File: src/rtl/pwm_core.sv
// pwm_core: double-buffered PWM generator stepped by
// rising edges of an external divider square wave.
module pwm_core #(
  parameter int WIDTH = 16
) (
  input  logic             clk_in,
  input  logic             reset,
  input  logic             tick_src,
  input  logic             enable,
  input  logic [WIDTH-1:0] period,
  input  logic [WIDTH-1:0] duty,
  input  logic             load,
  output logic             pwm_out,
  output logic             cycle_end,
  output logic             pending,
  output logic [WIDTH-1:0] cnt
);

  logic             s0, s1, s2;
  logic             step;
  logic [WIDTH-1:0] per_act, duty_act;
  logic [WIDTH-1:0] per_stg, duty_stg;

  logic [WIDTH-1:0] cnt_nx;
  logic [WIDTH-1:0] per_act_nx, duty_act_nx;
  logic [WIDTH-1:0] per_stg_nx, duty_stg_nx;
  logic             pend_nx;
  logic             cend_nx;
  logic             pwm_nx;

  assign step = s1 & ~s2;

  // Next-state for counter, active/staged settings and outputs.
  always_comb begin
    cnt_nx      = cnt;
    per_act_nx  = per_act;
    duty_act_nx = duty_act;
    per_stg_nx  = per_stg;
    duty_stg_nx = duty_stg;
    pend_nx     = pending;
    cend_nx     = 1'b0;
    if (!enable) begin
      cnt_nx = '0;
      if (load) begin
        per_act_nx  = period;
        duty_act_nx = duty;
        pend_nx     = 1'b0;
      end
    end else begin
      if (step) begin
        // >= so a shrunken period still wraps
        if (cnt >= per_act) begin
          cnt_nx  = '0;
          cend_nx = 1'b1;
          if (pending) begin
            per_act_nx  = per_stg;
            duty_act_nx = duty_stg;
            pend_nx     = 1'b0;
          end
        end else begin
          cnt_nx = cnt + 1'b1;
        end
      end
      // load after wrap: wrap takes old staging
      if (load) begin
        per_stg_nx  = period;
        duty_stg_nx = duty;
        pend_nx     = 1'b1;
      end
    end
    pwm_nx = enable & (cnt_nx < duty_act_nx);
  end

  // Edge-detect synchronizer and all registered state.
  always_ff @(posedge clk_in or negedge reset) begin
    if (!reset) begin
      s0        <= 1'b0;
      s1        <= 1'b0;
      s2        <= 1'b0;
      cnt       <= '0;
      pwm_out   <= 1'b0;
      cycle_end <= 1'b0;
      pending   <= 1'b0;
      per_act   <= '1;
      duty_act  <= '0;
      per_stg   <= '0;
      duty_stg  <= '0;
    end else begin
      s0        <= tick_src;
      s1        <= s0;
      s2        <= s1;
      cnt       <= cnt_nx;
      pwm_out   <= pwm_nx;
      cycle_end <= cend_nx;
      pending   <= pend_nx;
      per_act   <= per_act_nx;
      duty_act  <= duty_act_nx;
      per_stg   <= per_stg_nx;
      duty_stg  <= duty_stg_nx;
    end
  end

endmodule
File: config.mk
export PLATFORM = sky130hd
export DESIGN_NAME = pwm_core
export DESIGN_NICKNAME = d
export VERILOG_FILES = /design/src/rtl/pwm_core.sv
export SDC_FILE = /design/constraint.sdc
export NUM_CORES = 1
export LEC_CHECK = 0
export ABC_AREA = 1
export ABC_CLOCK_PERIOD_IN_PS = 2800
export CAP_MARGIN = 20
export CORE_UTILIZATION = 40
export CTS_CLUSTER_SIZE = 8
export DETAILED_ROUTE_END_ITERATION = 8
export SKIP_CTS_REPAIR_TIMING = 1
export SLEW_MARGIN = 15
export SYNTH_ARGS = -nofsm -noshare
export SYNTH_HDL_FRONTEND = slang
export SYNTH_SLANG_ARGS = --single-unit
File: constraint.sdc
create_clock -name clk_in -period 2.8 [get_ports clk_in]
set_clock_uncertainty 0.2 [all_clocks]
set_input_delay 0.56 -clock clk_in [delete_from_list [all_inputs] [get_ports clk_in]]
set_output_delay 0.56 -clock clk_in [all_outputs]
set_load 0.02 [all_outputs]
==> results.md <==
- Syn Area/Cell: between 8 and 9 um2
- Dpl hpwl: slightly below 9000 um
- Total chip power: between 3 and 4 mW
- Worst Hold Class: in2async
- Number of max-cap violations: 0
- CTS max path bufs: 2
- Max-slew violation count: 0
- Final WS setup: -0.5850 ns
- Failing checks: DRC, setup timing
- DR iter-0 viols: around 210
- Worst-path fanout max: 17
- DP Cell Count: 792
- Post-Synthesis Cells: between 500 and 600
- Register bit count reported by yosys: 86
- FF-to-FF Start: per_act[3]$_DFFE_PN1P_
- Largest cells by area after synthesis: dfrtp_1, dfstp_2, ha_1
- Die H: 111.4 um
- Period utilization: 120.9%
- # setup viols final: 1
- Gr ovfl total: 0
- Int Power: between 2 and 2.5 mW
- Core ar.: around 0.012 mm2
- Row cnt: 39
- Fin. Hold Viols: 0
- Critical Path RT: 2.87 ns
- Synth top area share: between 30% and 40%
- Core Util, Final: 54.72%
- I/O Buffers: 55
- FF-to-FF End: pwm_out$_DFF_PN0_
- Pwr/cell area: 499.1 mW/mm2
- Lkg Pwr: 3.062 nW
- Share of flip-flops with an asynchronous set or reset: 100.0%
- CP Data Arrival Time: between 3 and 4 ns
- RSZ-0062 raised after global routing: true
- Comb pwr share: around a fifth
- Worst-Skew Late Latency: roughly 0.34 ns
- Post-route insts no fill: 808
- Switch share: a little over a quarter
- H-tree levels: 3
- Post-synth EDFFs: 0
- Die ar.: about 0.012 mm2
- Synth-to-Final Area Change: 31.63%
- Area of the multi-input gates: ~0.0022 mm2
- Vias per cell: just under 5
- CTS clock-pin slew for the worst setup and hold paths: around 0.06 ns
- Post-synth cell types: between 40 and 50
- Gr usage total: between 20 and 25%
- Post-Synthesis Cell Area: about 0.0048 mm2
- Reg2reg setup slack: -0.59 ns
- VDD IR max: between 0.2 and 0.3 mV
- Slew HR: between 60% and 70%
- Crit path time final: between 3 and 4 ns
- Measured slew at the worst slew-check pin: 0.5882 ns
- Detail Route Antenna Nets: 0
- CP startpoint kind: flop
- FILL cells: 1039
- Cell count of the worst reg-to-reg path: 23
- Register area: between 0.002 and 0.0025 mm2
- Register area share after synthesis: a little under half
- Largest net degree at the start of global routing: between 40 and 50
- Initial antenna violation count: 0
- CTS buffer count: 9
- Outcome: finished, violations left
- Share of cells above drive strength 1: between 20% and 30%
- First-pass GRT wire length: a little under 20000 um
- Mapped Nets: between 600 and 700
- Cell taking the most area after synthesis: dfrtp_1
- Syn. warnings: 0
- 1st-pass router iterations: 7
- Clock power frac: 35.1%
- Number of global-route vias before repair: 4062
- GPL Wtd Cong: between 0.8 and 0.9
- I/O Pins: 56
- Layout Nets: 729
- Clock sinks: between 80 and 90
- Drt total wl: between 10000 and 15000 um
- DR vias: between 3000 and 4000
- Chip width: between 100 and 150 um
- Fmax: ~0.3 GHz
- CTS tree: built
- DR WL/cell: 14.41 um
- Ant diodes: 0
- Root buf cell: clkbuf_16
- Switching power: just under 0.9 mW
- Crit path kind: reg2reg
- Predominant post-synthesis flop cell: dfrtp_1
- DRC errors left: 4
- Critical Path Sink Type: flop
- Reg power frac: a little under half
- Starting Density: 41.57%
stage by stage:
stage	hold slack, ns	setup WS (ns)	instance area [um2]	TNS, ns
2_1_floorplan	0.06441	-0.1573	4798	-0.1573
3_3_place_gp	0.1385	-0.4114	5966	-0.4114
3_5_place_dp	0.1435	-0.5054	5966	-0.5054
4_1_cts	0.04452	-0.6108	6236	-0.6108
5_1_grt	0.05430	-0.7964	6301	-0.8010
6_report	0.02506	-0.5850	6301	-0.5850
logic make-up (layout without fill, tap and decap cells):
| family | count (synthesis) | count (layout) | share of synthesized area, % |
|---|---|---|---|
| DFF | 86 | 86 | 45.37 |
| muxes | 2 | 2 | 0.4704 |
| adders and majority gates | 32 | 32 | 8.364 |
| buffers and inverters | 122 | 247 | 10.85 |
| xor gates and xnor gates | 4 | 4 | 0.7320 |
| and+or+nand+nor | 160 | 160 | 16.05 |
| AOI/OAI and AO/OA | 134 | 134 | 18.17 |
flip-flops by register name, indices dropped and copies added, names as in the netlist:
signal,count
cycle_end,1
cnt,16
s0,1
per_stg,16
s1,1
pending,1
pwm_out,1
s2,1
duty_stg,16
duty_act,16
per_act,16
worst max-delay path by stage:
stage,cells past startpoint,start,end
after floorplan,19,per_act[11]$_DFFE_PN1P_,pwm_out$_DFF_PN0_
after global placement,23,per_act[3]$_DFFE_PN1P_,pwm_out$_DFF_PN0_
after detailed placement,18,per_act[11]$_DFFE_PN1P_,pwm_out$_DFF_PN0_
after CTS,23,per_act[3]$_DFFE_PN1P_,pwm_out$_DFF_PN0_
after global routing,22,per_act[3]$_DFFE_PN1P_,pwm_out$_DFF_PN0_
final,23,per_act[3]$_DFFE_PN1P_,pwm_out$_DFF_PN0_
routing by layer:
layer / share of wire (%) / track usage [%] / vias to the layer above
li1: - / - / 2017
met1: 48 / 26.71 / 1884
met2: 46 / 33.42 / 72
met3: 2.8 / 3.103 / 21
met4: 2.4 / 8.919 / 0
met5: 0 / 0 / -
placed cells by master, fill, tap and decap left out, types with 2 or more instances in the layout:
cell | synthesis | layout
clkdlybuf4s50_1 | 0 | 54
nand3_2 | 2 | 2
clkbuf_16 | 0 | 9
buf_4 | 2 | 75
dfrtp_1 | 70 | 69
mux2_2 | 2 | 2
o21ai_0 | 49 | 49
o21ai_1 | 15 | 14
clkbuf_1 | 11 | 2
o221ai_1 | 3 | 2
nand3_1 | 6 | 6
nor2_4 | 4 | 4
inv_1 | 90 | 90
a21oi_2 | 0 | 3
nor3_2 | 4 | 6
nand2_2 | 3 | 3
o21ai_2 | 1 | 2
nor3b_2 | 0 | 3
nor3_1 | 6 | 4
o221ai_2 | 12 | 13
nor2_2 | 3 | 3
xor2_1 | 3 | 3
o21a_1 | 2 | 2
inv_2 | 9 | 9
ha_1 | 32 | 32
a21oi_1 | 30 | 27
nor2_1 | 14 | 14
dfstp_2 | 16 | 16
o211ai_1 | 15 | 15
clkinv_2 | 0 | 3
nand4_1 | 4 | 4
nand2_1 | 104 | 104
a211oi_2 | 0 | 3
synth_stat cells (4+ instances only):
| master | instances |
|---|---|
| nand2_1 | 104 |
| inv_1 | 90 |
| dfrtp_1 | 70 |
| o21ai_0 | 49 |
| ha_1 | 32 |
| a21oi_1 | 30 |
| dfstp_2 | 16 |
| o211ai_1 | 15 |
| o21ai_1 | 15 |
| nor2_1 | 14 |
| o221ai_2 | 12 |
| clkbuf_1 | 11 |
| inv_2 | 9 |
| nand3_1 | 6 |
| nor3_1 | 6 |
| nor3b_1 | 5 |
| a211oi_1 | 4 |
| nand4_1 | 4 |
| nor2_4 | 4 |
| nor3_2 | 4 |
power groups by stage:
stage	Sequential, mW	Clock [mW]	Combinational (mW)
floorplan	1.47	0	0.334
finish	1.46	1.10	0.585
CTS	1.46	1.13	0.583
global route	1.47	1.19	0.662
global placement	1.47	0	0.560
detailed placement	1.48	0	0.579
cell type report:
cell class	instances	share of cell area [%]
sequential	86	34.49
multi-input combinational	332	34.41
timing repair buffer	130	17.83
inverter	101	6.136
clock buffer	12	3.912
tap	143	2.840
clock inverter	4	0.3773
critical path, cell delays in order (launching register included):
cell and delay, ns:
dfstp_2 0.51, inv_1 0.05, ha_1 0.28, nand2_1 0.07, nor2_1 0.11, nor2_1 0.04
nand2_1 0.09, nand2_1 0.06, nand2_1 0.05, nand2_1 0.05, nand2_2 0.10, nand2_4 0.07
nor2_4 0.16, inv_6 0.09, buf_4 0.16, o21ai_2 0.11, o221ai_2 0.10, inv_1 0.11
ha_1 0.26, nand2_1 0.10, nor2_1 0.06, a211oi_2 0.18, o221ai_2 0.14, a21oi_2 0.13
Note: power is estimated with default switching activity, not from simulation.
